`src/rtl/tempo_picker.sv`:
```
// tempo_picker: rectifies and integrates six comb-filter outputs over a
// window of 2^WINDOW_LOG2 samples, then scans the window energies for the
// strongest tempo and reports it with a one-cycle valid pulse.
//
// Ports:
//   clk          system clock
//   reset        asynchronous active-low reset
//   ready        sample strobe (same strobe that drives the comb bank)
//   comb60..240  signed 8-bit comb filter outputs
//   tempo_valid  one-cycle pulse when a new result is available
//   tempo_idx    winning index 0..5 (60, 90, 120, 180, 210, 240 BPM)
//   bpm          winning tempo in BPM
//   energy       winner's window energy
//   locked       winner energy above MIN_ENERGY
//   busy         argmax scan in progress
module tempo_picker #(
  parameter int unsigned COMB_LATENCY = 12,
  parameter int unsigned WINDOW_LOG2  = 10,
  parameter int unsigned MIN_ENERGY   = 0
) (
  input  logic                   clk,
  input  logic                   reset,
  input  logic                   ready,
  input  logic signed [7:0]      comb60,
  input  logic signed [7:0]      comb90,
  input  logic signed [7:0]      comb120,
  input  logic signed [7:0]      comb180,
  input  logic signed [7:0]      comb210,
  input  logic signed [7:0]      comb240,
  output logic                   tempo_valid,
  output logic [2:0]             tempo_idx,
  output logic [7:0]             bpm,
  output logic [WINDOW_LOG2+7:0] energy,
  output logic                   locked,
  output logic                   busy
);

  localparam int unsigned ACC_W = 8 + WINDOW_LOG2;
  localparam int unsigned N     = 6;

  typedef enum logic [1:0] {IDLE, SCAN, DONE} state_t;

  state_t                  state;
  logic [COMB_LATENCY-1:0] dly;
  logic [WINDOW_LOG2-1:0]  cnt;
  logic [ACC_W-1:0]        acc  [N];
  logic [ACC_W-1:0]        snap [1:N-1];
  logic [ACC_W-1:0]        best_val;
  logic [2:0]              best_idx;
  logic [2:0]              scan_idx;

  logic                    strobe_c;
  logic                    win_end_c;
  logic [7:0]              mag_c  [N];
  logic [ACC_W-1:0]        sum_c  [N];
  logic [ACC_W-1:0]        cand_c;
  logic                    upd_c;
  logic [ACC_W-1:0]        next_val_c;
  logic [2:0]              next_idx_c;

  // Magnitude of a two's-complement byte; -128 maps to 128 unsigned.
  function automatic logic [7:0] rectify(input logic [7:0] x);
    rectify = x[7] ? (~x + 8'd1) : x;
  endfunction

  function automatic logic [7:0] bpm_lut(input logic [2:0] idx);
    case (idx)
      3'd0:    bpm_lut = 8'd60;
      3'd1:    bpm_lut = 8'd90;
      3'd2:    bpm_lut = 8'd120;
      3'd3:    bpm_lut = 8'd180;
      3'd4:    bpm_lut = 8'd210;
      3'd5:    bpm_lut = 8'd240;
      default: bpm_lut = 8'd0;
    endcase
  endfunction

  assign strobe_c  = dly[COMB_LATENCY-1];
  assign win_end_c = strobe_c && (cnt == '1);

  // Rectify, running sums and the scan comparator.
  always_comb begin
    mag_c[0] = rectify(8'(comb60));
    mag_c[1] = rectify(8'(comb90));
    mag_c[2] = rectify(8'(comb120));
    mag_c[3] = rectify(8'(comb180));
    mag_c[4] = rectify(8'(comb210));
    mag_c[5] = rectify(8'(comb240));
    for (int unsigned k = 0; k < N; k++) begin
      sum_c[k] = acc[k] + ACC_W'(mag_c[k]);
    end

    cand_c = '0;
    case (scan_idx)
      3'd1:    cand_c = snap[1];
      3'd2:    cand_c = snap[2];
      3'd3:    cand_c = snap[3];
      3'd4:    cand_c = snap[4];
      3'd5:    cand_c = snap[5];
      default: cand_c = '0;
    endcase

    // Strictly greater: ties keep the lower index.
    upd_c      = cand_c > best_val;
    next_val_c = upd_c ? cand_c : best_val;
    next_idx_c = upd_c ? scan_idx : best_idx;
  end

  // Delay line, integrators, snapshot and scan FSM.
  always_ff @(posedge clk or negedge reset) begin
    if (!reset) begin
      state       <= IDLE;
      dly         <= '0;
      cnt         <= '0;
      for (int unsigned k = 0; k < N; k++) acc[k] <= '0;
      for (int unsigned k = 1; k < N; k++) snap[k] <= '0;
      best_val    <= '0;
      best_idx    <= '0;
      scan_idx    <= '0;
      tempo_valid <= 1'b0;
      tempo_idx   <= '0;
      bpm         <= '0;
      energy      <= '0;
      locked      <= 1'b0;
      busy        <= 1'b0;
    end else begin
      dly[0] <= ready;
      for (int unsigned i = 1; i < COMB_LATENCY; i++) dly[i] <= dly[i-1];

      tempo_valid <= 1'b0;

      if (strobe_c) begin
        cnt <= cnt + WINDOW_LOG2'(1);
        for (int unsigned k = 0; k < N; k++) begin
          acc[k] <= win_end_c ? '0 : sum_c[k];
        end
      end

      // A window end always (re)starts the scan, dropping any scan in flight.
      if (win_end_c) begin
        for (int unsigned k = 1; k < N; k++) snap[k] <= sum_c[k];
        best_val <= sum_c[0];
        best_idx <= '0;
        scan_idx <= 3'd1;
        busy     <= 1'b1;
        state    <= SCAN;
      end else begin
        case (state)
          IDLE: ;
          SCAN: begin
            best_val <= next_val_c;
            best_idx <= next_idx_c;
            if (scan_idx == 3'd5) begin
              tempo_idx   <= next_idx_c;
              bpm         <= bpm_lut(next_idx_c);
              energy      <= next_val_c;
              locked      <= next_val_c > ACC_W'(MIN_ENERGY);
              tempo_valid <= 1'b1;
              busy        <= 1'b0;
              state       <= DONE;
            end else begin
              scan_idx <= scan_idx + 3'd1;
            end
          end
          DONE:    state <= IDLE;
          default: state <= IDLE;
        endcase
      end
    end
  end

endmodule

```
`config.mk`:
```
export PLATFORM = sky130hd
export DESIGN_NAME = tempo_picker
export DESIGN_NICKNAME = d
export VERILOG_FILES = /design/src/rtl/tempo_picker.sv
export SDC_FILE = /design/constraint.sdc
export NUM_CORES = 1
export LEC_CHECK = 0
export CORE_ASPECT_RATIO = 1.4
export CORE_MARGIN = 8
export CORE_UTILIZATION = 25
export CTS_CLUSTER_SIZE = 28
export DETAILED_ROUTE_END_ITERATION = 16
export GPL_TIMING_DRIVEN = 0
export SLEW_MARGIN = 25
export SYNTH_ARGS = -nofsm -noshare
export SYNTH_HDL_FRONTEND = slang
export SYNTH_SLANG_ARGS = --single-unit
```
`constraint.sdc`:
```
create_clock -name clk -period 6 [get_ports clk]
set_input_delay 1.2 -clock clk [delete_from_list [all_inputs] [get_ports clk]]
set_output_delay 1.2 -clock clk [all_outputs]
set_load 0.05 [all_outputs]
```
==> summary.md <==
| Metric | Value |
|---|---|
| Slew HR | `0.342` |
| Net Switching | `2.29 mW` |
| Final min period | `5720 ps` |
| Slew @ Worst Pin | `988 ps` |
| Slew Limit Fails | `0` |
| FFs w/ async S/R, synth | `1.00` |
| Startpoint types | `flop` |
| Design Area, Final | `19200 sq um` |
| Overall Global Routing Usage | `0.147` |
| Critical Path RT | `6460 ps` |
| Syn avg cell area | `8.98 sq um` |
| Iteration-0 DRC Markers | `1181` |
| CP Data Arrival Time | `6180 ps` |
| Seq pwr share | `0.369` |
| Total CTS buffers | `31` |
| Register area share after synthesis | `0.428` |
| WL final | `55200 um` |
| Hold Worst Slack | `345 ps` |
| Final worst setup slack | `285 ps` |
| Global-route wire length before repair | `84800 um` |
| Max Clk Rate | `175 MHz` |
| Global placement routability congestion | `0.921` |
| Routed via count | `14.2k` |
| Final period utilization | `0.953` |
| Cell area after synthesis | `16200 sq um` |
| Placed cell area | `18100 sq um` |
| CTS clk-pin slew, worst paths | `70 ps` |
| Pre-CTS setup slack | `-256 ps` |
| Pint | `3.94 mW` |
| CTS Hold Buffers Added | `0` |
| Clk_lat worst skew | `610 ps` |
| EDFF count, synth | `0` |
| Logic pwr share | `0.323` |
| # IOs | `83` |
| Hold Path Class | `reg2reg` |
| Sw frac | `0.368` |
| Initial Utilization | `0.252` |
| Yosys top cell by area | `dfrtp_1` |
| Post-layout util | `0.299` |
| Commonest cells post-synth | `dfrtp_1 (277), nand2_1 (277), o21ai_0 (215), nor2_1 (106), xnor2_1 (94)` |
| Num rows | `110` |
| Chip height | `317 um` |
| CTS tree | `yes` |
| Synthesis-to-finish area growth | `18.4%` |
| Clock Power Share | `0.308` |
| Maximum number of pins on one net before global-route repair | `87` |
| Die width | `231 um` |
| # DRC | `0` |
| Max Cap Viol | `0` |
| Pwr Density | `325 nW/um^2` |
| Worst vdd ir | `209 uV` |
| CTS sink count | `277` |
| Die area | `73300 sq um` |
| Layout cell share with drive strength beyond 1 | `0.0437` |
| Synth Flop Type | `dfrtp_1` |
| Detailed placement HPWL | `41800 um` |
| Root Buffer Master | `clkbuf_16` |
| Vias in the first global route | `14.4k` |
| GR Overflow Total | `0` |
| P_leak | `8.23 nW` |
| Clk buf depth | `3` |
| Fillers | `6782` |
| Synth area leaders | `dfrtp_1 (43%), o21ai_0 (6.6%), nand2_1 (6.4%)` |
| Number of port buffers | `81` |
| Top cell type's share of synthesized area | `0.428` |
| CORE AREA | `64100 sq um` |
| Detailed-router iteration count before antenna repair | `6` |
| Footprint of the multi-input gates | `8580 sq um` |
| Unrepaired setup endpoints after global routing | `false` |
| CP Class | `reg2reg` |
| Nets | `2055` |
| CP Capture Type | `flop` |
| Final hold vios | `0` |
| Total number of yosys warnings | `0` |
| Status | `complete, no violations` |
| Initial antenna violation count | `0` |
| Clock skew | `44.8 ps` |
| Ant. Diodes | `0` |
| Crit Path Max Fanout | `10` |
| ANT nets after route | `0` |
| WL/cell | `19.8 um` |
| Htree depth | `1` |
| Setup Viol. Count Final | `0` |
| Synthesized Nets | `1938` |
| Register area | `6930 sq um` |
| Via density per instance | `5.10` |
| Synth Register Bits | `277` |
| Syn Inst Count | `1803` |
| Yosys cell types | `75` |
-- power by group through the flow --
stage | Clock (mW) | Sequential, mW | Combinational [mW]
after floorplan | 0 | 2.28 | 1.41
after global placement | 0 | 2.32 | 1.92
after detailed placement | 0 | 2.33 | 2.00
after CTS | 1.97 | 2.30 | 2.01
after global routing | 2.02 | 2.33 | 2.23
final | 1.92 | 2.30 | 2.01
-- final timing paths --
kind | end | cells past startpoint | slack [ps] | from
setup / recovery | locked$_DFFE_PN0P_ | 18 | 280 | scan_idx[2]$_DFFE_PN0P_
hold / removal | dly[6]$_DFF_PN0_ | 0 | 340 | dly[5]$_DFF_PN0_
setup reg to reg | locked$_DFFE_PN0P_ | 18 | 280 | scan_idx[2]$_DFFE_PN0P_
hold reg to reg | dly[6]$_DFF_PN0_ | 0 | 340 | dly[5]$_DFF_PN0_
max in group asynchronous | snap[46]$_DFFE_PN0P_ | 3 | 4380 | reset
min in group asynchronous | best_val[10]$_DFFE_PN0P_ | 1 | 510 | reset
-- worst max-delay path, stage by stage (launching register included) --
cell and delay, ps:
dfrtp_1 350, buf_6 140, buf_6 180, buf_6 160
buf_2 280, buf_2 350, inv_1 180, ha_1 270
clkbuf_1 260, clkbuf_1 350, a222oi_1 380, o21ai_0 350
ha_1 450, nand4_1 230, nor3_1 460, clkbuf_1 470
o21ai_0 310, a211oi_2 300, o21ai_1 80
-- flip-flops by register name (all words and copies together) (netlist names) --
| signal | count |
|---|---|
| best_idx | 3 |
| snap | 90 |
| tempo_valid | 1 |
| locked | 1 |
| bpm | 7 |
| busy | 1 |
| cnt | 10 |
| dly | 12 |
| acc | 108 |
| state | 2 |
| energy | 18 |
| best_val | 18 |
| scan_idx | 3 |
| tempo_idx | 3 |
-- per-stage QoR --
stage / TNS [ps] / total power, mW / instances
global placement: -2415490 / 4.24 / 2724
CTS: 0 / 6.27 / 2784
global route: 0 / 6.58 / 2784
finish: 0 / 6.23 / 2784
detailed placement: -3240 / 4.32 / 2727
floorplan: 0 / 3.68 / 1803
-- metal layers --
metal	vias up	wire length (um)	global-route usage
met5	-	0	0
met4	0	2760	0.0737
met1	6979	21900	0.170
met3	133	2600	0.0145
li1	6643	-	-
met2	442	27900	0.269
-- placed cells by master, fill, tap and decap left out, drive strengths merged, types with 12 or more instances in the layout --
master,n
nor3,41
nand4,15
xor2,41
clkdlybuf4s50,80
a21o,16
and3,25
a22o,35
inv,77
nor2,106
a32oi,14
mux2i,12
o2bb2ai,37
clkinv,12
a21oi,51
o21ai,228
clkbuf,116
a31oi,22
nand2,277
or3,16
dfrtp,277
nand2b,17
o31ai,23
buf,26
ha,78
xnor2,94
nand3,51
-- cells by family after synthesis --
| family | Yosys count | synth area share |
|---|---|---|
| simple gates | 611 | 0.174 |
| buf+inv | 174 | 0.0432 |
| other cells | 1 | 0.000232 |
| flops | 277 | 0.428 |
| compound gates | 507 | 0.204 |
| fa+ha+maj | 84 | 0.0677 |
| mux | 14 | 0.00904 |
| xor+xnor | 135 | 0.0730 |
-- layout make-up --
cell class | count | share of cell area
clock inverter | 17 | 0.00810
inverter | 76 | 0.0149
buffer | 98 | 0.0217
timing repair buffer | 84 | 0.0469
clock buffer | 40 | 0.0443
tap | 840 | 0.0548
sequential | 277 | 0.362
multi-input combinational | 1352 | 0.448
-- what timing repair did --
action                     CTS  global route
setup endpoints to repair   29            21
buffers inserted             0             0
gates resized for setup      2             3
pin swaps                    0             0
Note: power is estimated with default switching activity, not from simulation.
